`config.mk`:
```
export PLATFORM = sky130hd
export DESIGN_NAME = fetch_queue
export DESIGN_NICKNAME = d
export VERILOG_FILES = /design/src/rtl/fetch_queue.sv
export SDC_FILE = /design/constraint.sdc
export NUM_CORES = 2
export LEC_CHECK = 0
export ABC_AREA = 0
export ABC_CLOCK_PERIOD_IN_PS = 9000
export CAP_MARGIN = 40
export CORE_ASPECT_RATIO = 0.9
export CORE_UTILIZATION = 38
export CTS_BUF_LIST = sky130_fd_sc_hd__clkbuf_16
export CTS_CLUSTER_DIAMETER = 80
export DETAILED_ROUTE_END_ITERATION = 7
export HOLD_SLACK_MARGIN = 0.02
export SKIP_CTS_REPAIR_TIMING = 1
export SLEW_MARGIN = 10
export SYNTH_ARGS = -nofsm -noshare
export SYNTH_HDL_FRONTEND = slang
export SYNTH_SLANG_ARGS = --single-unit
export TNS_END_PERCENT = 20
```
`constraint.sdc`:
```
create_clock -name clk -period 9 [get_ports clk]
set_input_delay 1.8 -clock clk [delete_from_list [all_inputs] [get_ports clk]]
set_output_delay 1.8 -clock clk [all_outputs]
set_load 0.02 [all_outputs]
```
`src/rtl/fetch_queue.sv`:
```
// rtl/fetch_queue.sv - instruction fetch queue with bundle fetch, redirect flush and multi-word dequeue
module fetch_queue #(
  parameter int          FETCH_WIDTH = 8,
  parameter int          DEPTH       = 16,
  parameter logic [31:0] START_PC    = 32'h0000_3000
) (
  input  logic                          clk,
  input  logic                          rst_n,
  output logic [31:0]                   imem_addr,
  input  logic [FETCH_WIDTH*32-1:0]     imem_data,
  input  logic                          redirect_valid,
  input  logic [31:0]                   redirect_pc,
  input  logic [$clog2(FETCH_WIDTH):0]  deq_count,
  output logic [FETCH_WIDTH-1:0]        out_valid,
  output logic [FETCH_WIDTH*32-1:0]     out_instr,
  output logic [FETCH_WIDTH*32-1:0]     out_pc,
  output logic [$clog2(DEPTH):0]        occupancy
);

  localparam int PW = $clog2(DEPTH);
  localparam int CW = PW + 1;
  localparam int NW = CW + 1;

  logic [31:0]   r_fetch_pc;
  logic [PW-1:0] r_head;
  logic [PW-1:0] r_tail;
  logic [CW-1:0] r_count;
  logic          r_inflight;
  logic [31:0]   r_instr [DEPTH];
  logic [31:0]   r_pc    [DEPTH];

  logic [CW-1:0] w_deq_req;
  logic [CW-1:0] w_deq;
  logic [NW-1:0] w_need;
  logic          w_issue;
  logic          w_enq;
  logic [31:0]   w_resp_pc;

  assign w_deq_req = CW'(deq_count);
  assign w_deq     = redirect_valid ? '0 : ((w_deq_req > r_count) ? r_count : w_deq_req);

  // Room must cover this bundle plus any bundle still in flight; uses pre-dequeue count.
  assign w_need    = NW'(r_count) + (r_inflight ? NW'(2 * FETCH_WIDTH) : NW'(FETCH_WIDTH));
  assign w_issue   = !redirect_valid && (w_need <= NW'(DEPTH));
  assign w_enq     = r_inflight && !redirect_valid;

  // The response in flight was addressed one bundle before the current fetch_pc.
  assign w_resp_pc = r_fetch_pc - 32'(4 * FETCH_WIDTH);

  always_ff @(posedge clk or negedge rst_n) begin
    if (!rst_n) begin
      r_fetch_pc <= START_PC;
      r_head     <= '0;
      r_tail     <= '0;
      r_count    <= '0;
      r_inflight <= 1'b0;
    end else if (redirect_valid) begin
      r_fetch_pc <= redirect_pc;
      r_head     <= '0;
      r_tail     <= '0;
      r_count    <= '0;
      r_inflight <= 1'b0;
    end else begin
      if (w_issue) begin
        r_fetch_pc <= r_fetch_pc + 32'(4 * FETCH_WIDTH);
      end
      r_inflight <= w_issue;
      if (w_enq) begin
        r_tail <= r_tail + PW'(FETCH_WIDTH);
      end
      r_head  <= r_head + w_deq[PW-1:0];
      r_count <= r_count + (w_enq ? CW'(FETCH_WIDTH) : '0) - w_deq;
    end
  end

  always_ff @(posedge clk) begin
    if (w_enq) begin
      for (int i = 0; i < FETCH_WIDTH; i++) begin
        r_instr[r_tail + PW'(i)] <= imem_data[32*i +: 32];
        r_pc[r_tail + PW'(i)]    <= w_resp_pc + 32'(4 * i);
      end
    end
  end

  always_comb begin
    out_valid = '0;
    out_instr = '0;
    out_pc    = '0;
    for (int i = 0; i < FETCH_WIDTH; i++) begin
      out_valid[i]        = CW'(i) < r_count;
      out_instr[32*i +: 32] = r_instr[r_head + PW'(i)];
      out_pc[32*i +: 32]    = r_pc[r_head + PW'(i)];
    end
  end

  assign imem_addr = r_fetch_pc;
  assign occupancy = r_count;

endmodule

```
==> impl_metrics.yaml <==
status:
  status: "finished, final reports clean"
floorplanning:
  dieWidth_um: 489.1
  die-height_um: 440.4
  core-area_um2: 211800
  ios: 852
  rows: 160
  die_area_um2: 215400
  start_util: 0.3831
global_routing:
  overflow: 0
  grt_pass1_wl_um: 452600
  grt_max_degree: 159
  antenna_found_initial: 37
  globalRouteTotalUtil: 0.3008
  grt_pass1_vias: 56805
power:
  p_sw_frac: 0.4495
  pwr-share-seq: 0.170
  max-vdd-ir-drop_mv: 0.3985
  switching_power_mw: 18.56
  power_density_nw_per_um2: 423.1
  p_int_mw: 22.73
  power_leakage_nw: 31.26
  comb_power_share: 0.700
  clockPowerShare: 0.129
routing:
  drtIter0Drc: 7797
  vias_per_cell: 6.886
  vias: 59658
  drc: 0
  drt_wl_total_um: 328700
  drt_pass1_iterations: 8
  avgRoutedWirePerCell_um: 37.94
  ant_nets: 0
min_path:
  hold_path.class: "flop to flop"
yosys:
  synth_warnings: 0
  synth_seq_cells: 1047
  seq_area_frac_synth: 0.3848
  yosysTopAreaCell: "mux4_2"
  synth_top_area_share: 0.4174
  syn_avg_cell_area_um2: 15.64
  synth_area_leaders: "mux4_2 42%, edfxtp_1 37%, xnor2_1 4.6%, a21o_1 4.2%, clkbuf_1 2.4%"
  ys.flop_type: "edfxtp_1"
  ys_types: 83
  netlist_instances: 5188
  synth-edff-count: 1004
  syn_nets: 5521
  syn_area_um2: 81150
  async_reset_ff_frac: 0.04107
finish:
  nNetsFinal: 6035
  regArea_um2: 31240
  utilization: 0.4609
  fin_area_um2: 97620
  nFillCells: 18342
  drive_gt1_frac: 0.3470
  multiInputGateArea_um2: 47300
  syn_to_final_growth_pct: 20.29
place:
  io_buffer_count: 851
  gp_congestion: 0.9507
  dp_hpwl_um: 228500
  dpl_cell_area_um2: 93180
  preCtsSetupSlack_ns: 2.514
timing:
  period_minus_slack_ns: 6.995
  finalHoldViolCount: 0
  slew-limit-headroom: 0.2266
  maxSlewViolCount: 0
  rsz0062_at_grt: "no"
  finalSetupViolCount: 0
  fin_tns_setup_ns: 0
  finalClockSkew_ns: 0.03328
  period_share: 0.7772
  clock.fmax_ghz: 0.1430
  worstMarginPinSlew_ns: 1.160
  setup_slack_ns: 2.005
setup_path:
  critPathRequiredTime_ns: 7.20
  crit_path_start_kind: "flop"
  cp-end-kind: "primary output"
  crit_type: "flop to primary output"
  worstPathArrival_ns: 5.20
  path_max_fanout: 132
clock_network:
  cts_root_buffer: "clkbuf_16"
  clk_latency_ns: 0.81
  cts_htree_levels: 4
  cts_num_sinks: 1047
  path_clk_slew_ns: 0.06
  cts-buffers-inserted: 132
  cts_tree: "yes"
  clock_path_buffers: 3
flow_run:
  maxCapViolCount: 0
kinds of logic after synthesis:
logic type | count (synthesis) | synth area share
AOI/OAI and AO/OA | 652 | 0.05759
xor gates and xnor gates | 451 | 0.04886
adders and majority gates | 38 | 0.006229
buffers and inverters | 745 | 0.03595
DFF | 1047 | 0.3848
muxes | 1523 | 0.4198
and+or+nand+nor | 732 | 0.04675
cell usage after synthesis, drive strengths merged (22+ instances only):
cell and count:
clkbuf 517, xor2 23, and2 80, nand3 58, nor3 61, a21o 452
nor4 43, ha 34, dfrtp 41, o21ai 97, nand2b 22, buf 143
nand2 210, mux4 1504, nand4 39, xnor2 428, a21oi 27, inv 76
edfxtp 1004, nor2 164, o211ai 33
area by class of cell:
type,count,area share
Tap cell,2835,0.03634
Sequential cell,1047,0.3201
Clock inverter,105,0.009459
Clock buffer,134,0.03435
Timing Repair Buffer,1040,0.1108
Multi-Input combinational cell,3396,0.4845
Inverter,85,0.003845
Antenna cell,22,0.0005640
per-layer routing:
metal | track usage | vias up | part of all wire
li1 | - | 22764 | -
met1 | 0.3854 | 31366 | 0.36
met2 | 0.4652 | 4691 | 0.46
met3 | 0.08054 | 809 | 0.12
met4 | 0.1628 | 28 | 0.060
met5 | 0.002007 | - | 0.00066
worst max-delay path, cell delays in order, from the launching register on:
cell	delay, ns
dfrtp_4	0.66
buf_4	0.49
buf_4	0.24
buf_16	0.28
buf_12	0.56
mux4_2	0.63
mux4_2	0.55
clkdlybuf4s50_1	0.58
registers in the layout (all words and copies together), names as in the netlist:
signal      flops
imem_addr      32
occupancy       5
r_head          4
r_inflight      1
r_instr       512
r_pc          492
r_tail          1
through the flow:
| stage | hold slack, ns | cells | power, mW |
|---|---|---|---|
| detailed placement | 0.6289 | 8399 | 35.75 |
| global route | 0.6668 | 8655 | 42.46 |
| CTS | 0.6369 | 8638 | 41.16 |
| floorplan | 0.5225 | 5188 | 23.52 |
| global placement | 0.6078 | 8350 | 35.37 |
| finish | 0.6306 | 8664 | 41.30 |
final timing paths:
kind,cells past startpoint,slack [ns],startpoint,endpoint
max,7,2.00,r_head[1],out_instr[150]
min,2,0.63,r_tail[3],r_tail[3]
max reg2reg,11,4.22,imem_addr[5],r_pc[1][31]
min reg2reg,2,0.63,r_tail[3],r_tail[3]
max in group asynchronous,2,7.21,rst_n,r_head[3]
min in group asynchronous,2,1.16,rst_n,imem_addr[29]
layout by cell type, fill, tap and decap left out, types with 17 or more instances in the layout:
| master | netlist | layout |
|---|---|---|
| mux4_2 | 1504 | 1504 |
| edfxtp_1 | 1004 | 1004 |
| clkdlybuf4s50_1 | 0 | 849 |
| a21o_1 | 452 | 452 |
| xnor2_1 | 427 | 418 |
| nand2_1 | 208 | 207 |
| nor2_1 | 164 | 156 |
| clkbuf_16 | 0 | 134 |
| buf_4 | 7 | 128 |
| o21ai_0 | 95 | 95 |
| inv_1 | 69 | 86 |
| nand3_1 | 56 | 56 |
| and2_1 | 55 | 55 |
| nor3_1 | 47 | 46 |
| nand4_1 | 36 | 36 |
| dfrtp_1 | 41 | 36 |
| o211ai_1 | 33 | 33 |
| ha_1 | 34 | 32 |
| clkinv_1 | 7 | 29 |
| buf_16 | 0 | 28 |
| a21oi_1 | 27 | 27 |
| nor4_1 | 26 | 25 |
| and2_0 | 24 | 24 |
| diode_2 | 0 | 22 |
| buf_12 | 0 | 22 |
| nand2b_1 | 22 | 21 |
| nor4_2 | 17 | 18 |
| clkinv_2 | 1 | 17 |
power by group through the flow:
stage	logic, mW	clock network, mW	registers, mW
after detailed placement	28.7	0	7.08
final	28.9	5.35	7.02
after CTS	28.8	5.40	6.99
after global routing	29.8	5.57	7.08
after global placement	28.3	0	7.10
after floorplan	16.7	0	6.81
(Power assumes the default switching activity.)
